File: src/rtl/sum_accumulator.sv
// Block accumulator behind adder_4bit: sums N_SAMPLES unsigned samples into a
// saturating register and offers the block total through a valid/ready handshake.
module sum_accumulator #(
  parameter int SUM_W     = 5,
  parameter int ACC_W     = 8,
  parameter int N_SAMPLES = 4,
  localparam int CNT_W    = $clog2(N_SAMPLES + 1)
) (
  input  logic             clk,
  input  logic             rst_n,
  input  logic             clear,
  input  logic             in_valid,
  output logic             in_ready,
  input  logic [SUM_W-1:0] in_sum,
  output logic             out_valid,
  input  logic             out_ready,
  output logic [ACC_W-1:0] out_total,
  output logic             out_overflow,
  output logic [CNT_W-1:0] out_count
);

  typedef enum logic {
    ACCUM = 1'b0,
    HOLD  = 1'b1
  } state_t;

  localparam logic [CNT_W-1:0] LAST_CNT = CNT_W'(N_SAMPLES);
  localparam logic [CNT_W-1:0] CNT_ONE  = CNT_W'(1);

  state_t           state, state_nxt;
  logic [ACC_W-1:0] acc, acc_nxt;
  logic             ovf, ovf_nxt;
  logic [CNT_W-1:0] cnt, cnt_nxt;
  logic [ACC_W:0]   sum_ext;
  logic             accept;
  logic             drain;

  // Adds one sample at ACC_W+1 bits; the carry bit is the saturation flag.
  function automatic logic [ACC_W:0] sat_add(input logic [ACC_W-1:0] a,
                                             input logic [SUM_W-1:0] x);
    logic [ACC_W:0] s;
    s = {1'b0, a} + {{(ACC_W + 1 - SUM_W){1'b0}}, x};
    if (s[ACC_W]) begin
      sat_add = {1'b1, {ACC_W{1'b1}}};
    end else begin
      sat_add = s;
    end
  endfunction

  assign accept  = (state == ACCUM) && in_valid;
  assign drain   = (state == HOLD) && out_ready;
  assign sum_ext = sat_add(acc, in_sum);

  always_comb begin
    state_nxt = state;
    acc_nxt   = acc;
    ovf_nxt   = ovf;
    cnt_nxt   = cnt;
    if (clear) begin
      state_nxt = ACCUM;
      acc_nxt   = '0;
      ovf_nxt   = 1'b0;
      cnt_nxt   = '0;
    end else begin
      case (state)
        ACCUM: begin
          if (accept) begin
            acc_nxt = sum_ext[ACC_W-1:0];
            ovf_nxt = ovf | sum_ext[ACC_W];
            cnt_nxt = cnt + CNT_ONE;
            if (cnt + CNT_ONE == LAST_CNT) begin
              state_nxt = HOLD;
            end
          end
        end
        HOLD: begin
          if (drain) begin
            state_nxt = ACCUM;
            acc_nxt   = '0;
            ovf_nxt   = 1'b0;
            cnt_nxt   = '0;
          end
        end
        default: begin
          state_nxt = ACCUM;
        end
      endcase
    end
  end

  // Every register returns to zero on reset so a pending block is discarded.
  always_ff @(posedge clk or negedge rst_n) begin
    if (!rst_n) begin
      state <= ACCUM;
      acc   <= '0;
      ovf   <= 1'b0;
      cnt   <= '0;
    end else begin
      state <= state_nxt;
      acc   <= acc_nxt;
      ovf   <= ovf_nxt;
      cnt   <= cnt_nxt;
    end
  end

  assign in_ready     = (state == ACCUM);
  assign out_valid    = (state == HOLD);
  assign out_total    = acc;
  assign out_overflow = ovf;
  assign out_count    = cnt;

endmodule

File: config.mk
export PLATFORM = sky130hd
export DESIGN_NAME = sum_accumulator
export DESIGN_NICKNAME = d
export VERILOG_FILES = /design/src/rtl/sum_accumulator.sv
export SDC_FILE = /design/constraint.sdc
export NUM_CORES = 1
export LEC_CHECK = 0
export CAP_MARGIN = 10
export CORE_MARGIN = 1.5
export CORE_UTILIZATION = 51
export DETAILED_ROUTE_END_ITERATION = 16
export GPL_TIMING_DRIVEN = 0
export PLACE_DENSITY = 0.89
export SLEW_MARGIN = 20
export SYNTH_ARGS = -nofsm -noshare
export SYNTH_HDL_FRONTEND = slang
export SYNTH_SLANG_ARGS = --single-unit
export TNS_END_PERCENT = 5
File: constraint.sdc
create_clock -name clk -period 3.1 [get_ports clk]
set_input_delay 0.62 -clock clk [delete_from_list [all_inputs] [get_ports clk]]
set_output_delay 0.62 -clock clk [all_outputs]
set_load 0.03 [all_outputs]
==> key figures, run 1 <==
Logic synthesis
  – #FFs+latches synth: 13
  – Synth area leader: dfrtp_1
  – Syn Inst Count: 90
  – Top FF cell, synth: dfrtp_1
  – Share of flip-flops with an asynchronous set or reset: between 90% and 100%
  – Syn avg cell area: slightly above 10 sq um
  – Mapped Nets: 108
  – Yosys warnings: 0
  – Post-synthesis sequential area ratio: 35.8%
  – Mapped Area: around 910 sq um
  – Synth unique cells: 39
  – Post-synth EDFFs: 0
  – Top area cells in the synthesized netlist: dfrtp_1 36%, ha_1 9.6%, nand2_1 5.0%
  – Synth top area share: roughly 36%

CTS
  – Setup bufs post-CTS: 0
  – TritonCTS clock tree: done
  – Clock sink count: 13
  – Total CTS buffers: 3
  – Clk buf depth: 2
  – Worst-Skew Late Latency: about 0.29 ns
  – Post-CTS Hold Buffers: 0
  – CTS clk-pin slew, worst paths: approximately 0.090 ns
  – Post_cts resized: 0
  – CTS root buf: clkbuf_4
  – # H-tree levels: 1

Critical path
  – Worst EP required: between 3 and 4 ns
  – Worst Path Buf+Inv: 1
  – Crit-path slowest cell: fa_1
  – Endpoint class of the critical path: register
  – Critical path startpoint category: primary input
  – Critical path class: primary input to register
  – CP max FO: 3
  – CP max stage delay: 0.44 ns
  – Delay-heaviest family, CP: adder cells
  – Critical path arrival: 2.52 ns
  – Cell breakdown of the critical path: clkdlybuf4s50_1 > ha_1 > fa_1 > a211oi_2 > nor2_2 > nor4_1 > o2bb2ai_1

Timing
  – Layout Skew: 0.00918 ns
  – Tcrit/Tclk final: between 70% and 80%
  – Final hold violation count: 0
  – Setup TNS: 0 ns
  – Worst relative slew slack: between 60% and 70%
  – Fmax: ~0.43 GHz
  – Final setup violation count: 0
  – Worst slew pin tran: a little under 0.6 ns
  – RSZ-0062 raised after global routing: no
  – Fin crit period: 2.34 ns
  – Hold_ws: just over 0.5 ns
  – Slew Limit Fails: 0
  – Final setup margin: around 0.76 ns

Final layout
  – Ant. Diodes: 0
  – Share of layout cells above drive strength 1: between 10% and 20%
  – NumNets Final: 136
  – Design Area, Final: about 0.0012 sq mm
  – Fin util: between 70% and 80%
  – Commonest non-fill, non-tap cell in the layout: clkdlybuf4s50_1
  – Most frequent cells in the layout: 23 x clkdlybuf4s50_1, 13 x dfrtp_1, 12 x nand2_1
  – Layout area overhead: 31.6%
  – # fillers: ~130
  – Finished Layout Cells: between 100 and 150

Routing
  – Drt via density: about 5.5
  – TritonRoute pass-1 iters: 4
  – DRT Wirelength: roughly 2000 microns
  – DRT iter0 DRCs: 10
  – Via count: 780
  – WL per Instance: around 14 microns
  – Final ANT Viol Nets: 0
  – Drc violations: 0

Floorplan
  – Core Region: about 0.0017 sq mm
  – DIE AREA: slightly above 0.002 sq mm
  – I/O pins: 24
  – Row cnt: 15
  – Die height: approximately 45 microns
  – Width of the die: around 45 microns
  – Initial Utilization: roughly 53%

Placement
  – IO buf count: 23
  – Dpl ws: roughly 0.43 ns
  – Placed inst area: 0.00117 sq mm
  – DP HPWL: ~1600 microns
  – GPL Wtd Cong: about 0.85
  – Dpl cells: roughly 140

GRT
  – Antenna violations before repair: 0
  – Vias in the first global route: about 750
  – Congestion Overflow GR: 0
  – Gr usage total: 21.8%
  – Global-route wire length before repair: between 3000 and 4000 microns
  – Largest net degree at the start of global routing: 14

Pwr
  – Max IR drop VDD: ~210 uV
  – P per Cell Area: 403 mW/mm^2
  – Pleak: a little over 0.5 nW
  – Total Power: 0.482 mW

Run
  – Max Cap Violations: 0

Outcome
  – Outcome: finished, final reports clean

Worst hold path
  – Min-Delay Path Class: register to register
==> power by group <==
group | internal [mW] | switching (mW) | total, mW | leakage [nW]
logic | 0.0805 | 0.0984 | 0.179 | 0.321
clock network | 0.0501 | 0.0600 | 0.110 | 0.0150
registers | 0.181 | 0.0117 | 0.193 | 0.176
==> kinds of logic after synthesis <==
group,count (synthesis),synth area share (%)
AOI/OAI and AO/OA,30,26.5
xor gates and xnor gates,1,0.963
adders and majority gates,8,11.8
buffers and inverters,6,3.44
DFF,13,35.8
muxes,1,1.10
and+or+nand+nor,31,20.4
==> tightest hold or removal path: stages, from the launching register on <==
cell and delay [ns]:
dfrtp_1 0.37, nand2_1 0.05, o21ai_1 0.06
==> registers in the layout (all words and copies together), names as in the netlist <==
register,cells
out_count,3
out_valid,1
out_overflow,1
out_total,8
==> synthesized netlist by cell type, drive strengths merged (2+ instances only) <==
cell type,count
a211oi,2
nand3,2
dfrtp,13
a21o,3
inv,3
and3,2
nand2,12
o21bai,2
ha,7
o21ai,9
nor2,6
buf,2
a2bb2oi,3
a21oi,6
nor3b,2
==> worst paths after layout <==
kind,from,to,slack [ns],cells after the start
min in group asynchronous,rst_n,out_total[3],0.70,1
worst max-delay path,in_sum[0],out_total[7],0.76,7
worst min-delay path,out_total[0],out_total[0],0.51,2
worst max register to register,out_total[0],out_total[7],1.12,6
max in group asynchronous,rst_n,out_total[5],2.01,1
worst min register to register,out_total[0],out_total[0],0.51,2
==> area by class of cell <==
| type | count | area [sq um] | share of cell area [%] |
|---|---|---|---|
| multi-input combinational | 71 | 553 | 46.2 |
| sequential | 13 | 325 | 27.2 |
| timing repair buffer | 23 | 230 | 19.2 |
| tap | 25 | 31.3 | 2.61 |
| clock buffer | 4 | 26.3 | 2.19 |
| buffer | 3 | 20.0 | 1.67 |
| inverter | 3 | 11.3 | 0.940 |
==> routing by layer <==
layer	up-vias	GRT usage (%)	wire length [microns]
met5	-	0	0
met4	0	15.9	30
met3	3	3.20	52
met1	372	24.6	895
met2	22	36.9	1040
li1	383	-	-
No activity file was read; power rests on OpenSTA's default activity.
==> run 2, diff against run 1 <==
Settings changed: CORE_UTILIZATION 51 to 47, PLACE_DENSITY 0.89 to 0.84.
Clock period 3.1 ns to 2.35 ns, I/O delays scaled along.
==> run 2 against run 1 <==
  * Worst setup slack worse by 0.71 ns
  * Utilization down 1.8 points
  * Via count up 1.3%
  * Power up 32%
  * Hold slack about the same
  * Global-route usage down 1.1 points
  * Critical endpoint unchanged
==> key figures, run 2 (same netlist as run 1, synthesis figures left out) <==
CTS
  – # H-tree levels: 1
  – Worst-Skew Late Latency: 0.27 ns
  – Setup bufs post-CTS: 0
  – Post-CTS Hold Buffers: 0
  – Total CTS buffers: 3
  – Clk buf depth: 2
  – CTS root buf: clkbuf_4
  – Clock sink count: 13
  – TritonCTS clock tree: done
  – CTS clk-pin slew, worst paths: 0.08 ns
  – Post_cts resized: 0

Routing
  – DRT iter0 DRCs: 11
  – Drt via density: between 5 and 6
  – Final ANT Viol Nets: 0
  – Via count: 790
  – WL per Instance: between 10 and 15 microns
  – Drc violations: 0
  – DRT Wirelength: slightly above 2000 microns
  – TritonRoute pass-1 iters: 4

Critical path
  – Endpoint class of the critical path: register
  – Delay-heaviest family, CP: adder cells
  – Reg2Reg Depth: 6
  – Worst r2r dst: out_total[7]
  – Critical Path End: out_total[7]
  – Critical path arrival: roughly 2.5 ns
  – Worst Path Buf+Inv: 1
  – Worst EP required: between 2 and 3 ns
  – Crit path launch: in_sum[0]
  – WP depth: 7
  – Critical path startpoint category: primary input
  – Critical path class: primary input to register
  – R2R setup slack: between 0.2 and 0.3 ns
  – CP max stage delay: ~0.46 ns
  – CP max FO: 3
  – Crit-path slowest cell: fa_1
  – Cell breakdown of the critical path: clkdlybuf4s50_1 > ha_1 > fa_1 > a211oi_4 > nor2_2 > nor4_1 > o2bb2ai_1
  – Launch point of the worst reg-to-reg path: out_total[0]

Placement
  – DP HPWL: roughly 1500 microns
  – Dpl ws: -0.200 ns
  – GPL Wtd Cong: slightly below 0.8
  – IO buf count: 23

Timing
  – Worst relative slew slack: between 50% and 60%
  – Slew Limit Fails: 0
  – Hold_ws: between 0.5 and 0.6 ns
  – Final setup margin: 0.0518 ns
  – Layout Skew: 0.00540 ns
  – Tcrit/Tclk final: 97.8%
  – Fin crit period: about 2.3 ns
  – Final hold violation count: 0
  – Worst slew pin tran: around 0.62 ns
  – Final setup violation count: 0
  – Fmax: between 0.4 and 0.5 GHz
  – RSZ-0062 raised after global routing: no

Outcome
  – Outcome: finished, final reports clean

Worst hold path
  – Min-Delay Path Class: register to register
  – WHS Path Cells: 2

Pwr
  – Total Power: around 0.64 mW
  – Pleak: a little over 0.5 nW
  – Max IR drop VDD: 299 uV
  – P per Cell Area: around 530 mW/mm^2

GRT
  – Vias in the first global route: about 780
  – Gr usage total: 20.7%
  – Congestion Overflow GR: 0
  – Largest net degree at the start of global routing: 14
  – Antenna violations before repair: 0
  – Global-route wire length before repair: 3280 microns

Floorplan
  – Die height: 47.0 microns
  – Width of the die: roughly 47 microns
  – Row cnt: 15
  – Core Region: 0.00176 sq mm
  – I/O pins: 24
  – DIE AREA: roughly 0.0022 sq mm
  – Initial Utilization: between 50 and 60%

Final layout
  – Ant. Diodes: 0
  – Share of layout cells above drive strength 1: between 10% and 20%
  – Layout area overhead: 32.5%
  – NumNets Final: between 100 and 150
  – Most frequent cells in the layout: 23 x clkdlybuf4s50_1, 13 x dfrtp_1, 12 x nand2_1
  – Max FFs per register: 8
  – Commonest non-fill, non-tap cell in the layout: clkdlybuf4s50_1

Run
  – Max Cap Violations: 0
==> run 2: through the flow <==
stage / area, sq um / instances / utilization [%] / TNS, ns
final: 1200 / 142 / 68.3 / 0
after CTS: 1200 / 142 / 67.9 / 0
after detailed placement: 1170 / 138 / 66.4 / -1.09
after global routing: 1200 / 142 / 68.3 / 0
after global placement: 1170 / 138 / 66.4 / -0.672
after floorplan: 910 / 90 / - / 0
==> run 2: where the power goes <==
part           switching (mW)  internal (mW)
combinational           0.134          0.109
sequential             0.0152          0.239
clock                  0.0732         0.0657
==> run 2: worst reg2reg max path: cells and delay by family (launching register included) <==
family | cells | cell delay [ns]
fa+ha+maj | 2 | 0.68
compound gates | 2 | 0.48
simple gates | 2 | 0.41
flops | 1 | 0.40
==> run 2: worst min path at each step <==
| stage | endpoint | slack [ns] | from |
|---|---|---|---|
| 2_1_floorplan | out_count[0] | 0.17 | rst_n |
| 3_3_place_gp | out_count[2] | 0.49 | out_count[2] |
| 3_5_place_dp | out_total[0] | 0.50 | out_total[0] |
| 4_1_cts | out_total[0] | 0.52 | out_total[0] |
| 5_1_grt | out_total[0] | 0.55 | out_total[0] |
| 6_report | out_total[0] | 0.51 | out_total[0] |
==> run 2: layout make-up <==
| type | instances | area [sq um] |
|---|---|---|
| Timing Repair Buffer | 23 | 230 |
| Sequential cell | 13 | 325 |
| Inverter | 3 | 11.3 |
| Tap cell | 25 | 31.3 |
| Fill cell | 155 | 559 |
| Multi-Input combinational cell | 71 | 561 |
| Buffer | 3 | 20.0 |
| Clock buffer | 4 | 26.3 |
==> run 2: layer usage <==
layer  track usage, %  part of all wire, %  vias up
li1                 -                    -      388
met1             25.4                   43      376
met2             36.2                   52       24
met3             5.00                  4.8        2
met4             5.56                 0.39        0
met5                0                    0        -
==> run 3, diff against run 2 <==
Settings changed: MAX_ROUTING_LAYER set to met4.
==> run 3 against run 2 <==
  * Worst setup slack improved by 0.0022 ns
  * Via count rose by 0.76%
  * Fmax about the same
  * Critical path depth stayed put
  * Sequential power barely moved
  * Largest power group unchanged
  * Design area unchanged
  * Critical path type unchanged
  * Clock power hardly changed
  * First-iteration DRC count did not move
  * Global-route usage up 0.68 points
  * Sequential cell count unchanged
  * Hold slack hardly changed
  * Final cell count did not move
==> key figures, run 3 (same netlist as run 1, synthesis figures left out) <==
Outcome
  – Outcome: finished, final reports clean

CTS
  – # H-tree levels: 1
  – Clock sink count: 13
  – CTS clk-pin slew, worst paths: 0.08 ns
  – CTS root buf: clkbuf_4
  – Total CTS buffers: 3
  – Post-CTS Hold Buffers: 0
  – Worst-Skew Late Latency: ~0.27 ns
  – TritonCTS clock tree: done
  – Clk buf depth: 2
  – Post_cts resized: 0
  – Setup bufs post-CTS: 0

Floorplan
  – Die height: ~47 microns
  – Initial Utilization: 51.6%
  – Row cnt: 15
  – DIE AREA: 0.00221 sq mm
  – Width of the die: between 40 and 50 microns
  – I/O pins: 24
  – Core Region: roughly 0.0018 sq mm

Worst hold path
  – WHS Path Cells: 2
  – WHS Endpoint: out_total[0]
  – Min-Delay Path Class: register to register
  – Hold Startpoint: out_total[0]

Final layout
  – Share of layout cells above drive strength 1: roughly 15%
  – NumNets Final: between 100 and 150
  – Layout area overhead: 32.5%
  – Commonest non-fill, non-tap cell in the layout: clkdlybuf4s50_1
  – Max FFs per register: 8
  – Reg area: roughly 330 sq um
  – Finished Layout Cells: approximately 140
  – # fillers: between 150 and 200
  – Multi-input gate area: between 500 and 600 sq um
  – Most frequent cells in the layout: 23 x clkdlybuf4s50_1, 13 x dfrtp_1, 12 x nand2_1
  – Design Area, Final: 0.00120 sq mm
  – Ant. Diodes: 0

Routing
  – DRT iter0 DRCs: 11
  – WL per Instance: roughly 14 microns
  – TritonRoute pass-1 iters: 4
  – Drc violations: 0
  – Via count: ~800
  – DRT Wirelength: about 2000 microns
  – Final ANT Viol Nets: 0
  – Drt via density: 5.61

Critical path
  – Critical path startpoint category: primary input
  – Critical path class: primary input to register
  – CP max FO: 3
  – Endpoint class of the critical path: register
  – R2R setup slack: between 0.2 and 0.3 ns
  – Reg2Reg Depth: 6
  – Critical path arrival: between 2 and 2.5 ns
  – Launch point of the worst reg-to-reg path: out_total[0]
  – Worst EP required: 2.50 ns
  – Worst r2r dst: out_total[7]

Pwr
  – Pleak: 0.515 nW
  – Max IR drop VDD: between 200 and 300 uV
  – P per Cell Area: roughly 530 mW/mm^2

Timing
  – Fin crit period: 2.30 ns
  – Final setup violation count: 0
  – Hold_ws: ~0.51 ns
  – RSZ-0062 raised after global routing: no
  – Layout Skew: roughly 0.0054 ns
  – Final hold violation count: 0
  – Slew Limit Fails: 0
  – Worst relative slew slack: just under 60%
  – Tcrit/Tclk final: approximately 100%
  – Worst slew pin tran: ~0.62 ns
  – Fmax: 0.436 GHz

GRT
  – M2 GR Usage: a little over a third
  – Global-route wire length before repair: ~3300 microns
  – Gr usage total: a little over a fifth
  – Vias in the first global route: approximately 790
  – Antenna violations before repair: 0
  – Grt peak-use layer: met2
  – M3 GR Usage: ~5%
  – Congestion Overflow GR: 0
  – Largest net degree at the start of global routing: 14
  – Met1 Use GR: between 20% and 30%

Placement
  – IO buf count: 23
  – DP HPWL: 1540 microns
  – Placed inst area: roughly 0.0012 sq mm
  – GPL Wtd Cong: 0.800
  – Dpl cells: approximately 140

Run
  – Max Cap Violations: 0
## run 3: cell counts in the layout (fill, tap and decap cells not counted)
Identical to the previous run, type by type.
## run 3: worst max path at each step
stage                       from      endpoint  slack (ns)
floorplan           out_total[0]  out_total[7]        0.29
global placement       in_sum[0]  out_total[7]       -0.14
detailed placement     in_sum[0]  out_total[7]       -0.20
CTS                    in_sum[0]  out_total[7]        0.07
global route           in_sum[0]  out_total[7]        0.02
finish                 in_sum[0]  out_total[7]        0.05
## run 3: area by class of cell
| class | count | area share, % |
|---|---|---|
| buffer | 3 | 1.66 |
| clock buffer | 4 | 2.18 |
| inverter | 3 | 0.935 |
| multi-input combinational | 71 | 46.5 |
| sequential | 13 | 27.0 |
| tap | 25 | 2.60 |
| timing repair buffer | 23 | 19.1 |
## run 3: through the flow
| step | worst slack, ns | power, mW | TNS, ns | utilization [%] |
|---|---|---|---|---|
| 2_1_floorplan | 0.293 | 0.415 | 0 | - |
| 3_3_place_gp | -0.136 | 0.488 | -0.672 | 66.4 |
| 3_5_place_dp | -0.200 | 0.496 | -1.09 | 66.4 |
| 4_1_cts | 0.0675 | 0.640 | 0 | 67.9 |
| 5_1_grt | 0.0188 | 0.677 | 0 | 68.3 |
| 6_report | 0.0540 | 0.637 | 0 | 68.3 |
## run 3: report_power, final
group,leakage (nW),switching (mW),internal (mW)
clock network,0.0150,0.0741,0.0657
registers,0.176,0.0152,0.239
logic,0.324,0.134,0.109
## run 3: metal layers
layer	wire (microns)	share of wire (%)
met1	873	43
met2	1050	52
met3	100	4.9
met4	9	0.44
met5	0	0
## run 3: critical path, stage by stage
cell             delay [ns]
clkdlybuf4s50_1        0.41
ha_1                   0.23
fa_1                   0.46
a211oi_4               0.35
nor2_2                 0.09
nor4_1                 0.32
o2bb2ai_1              0.13
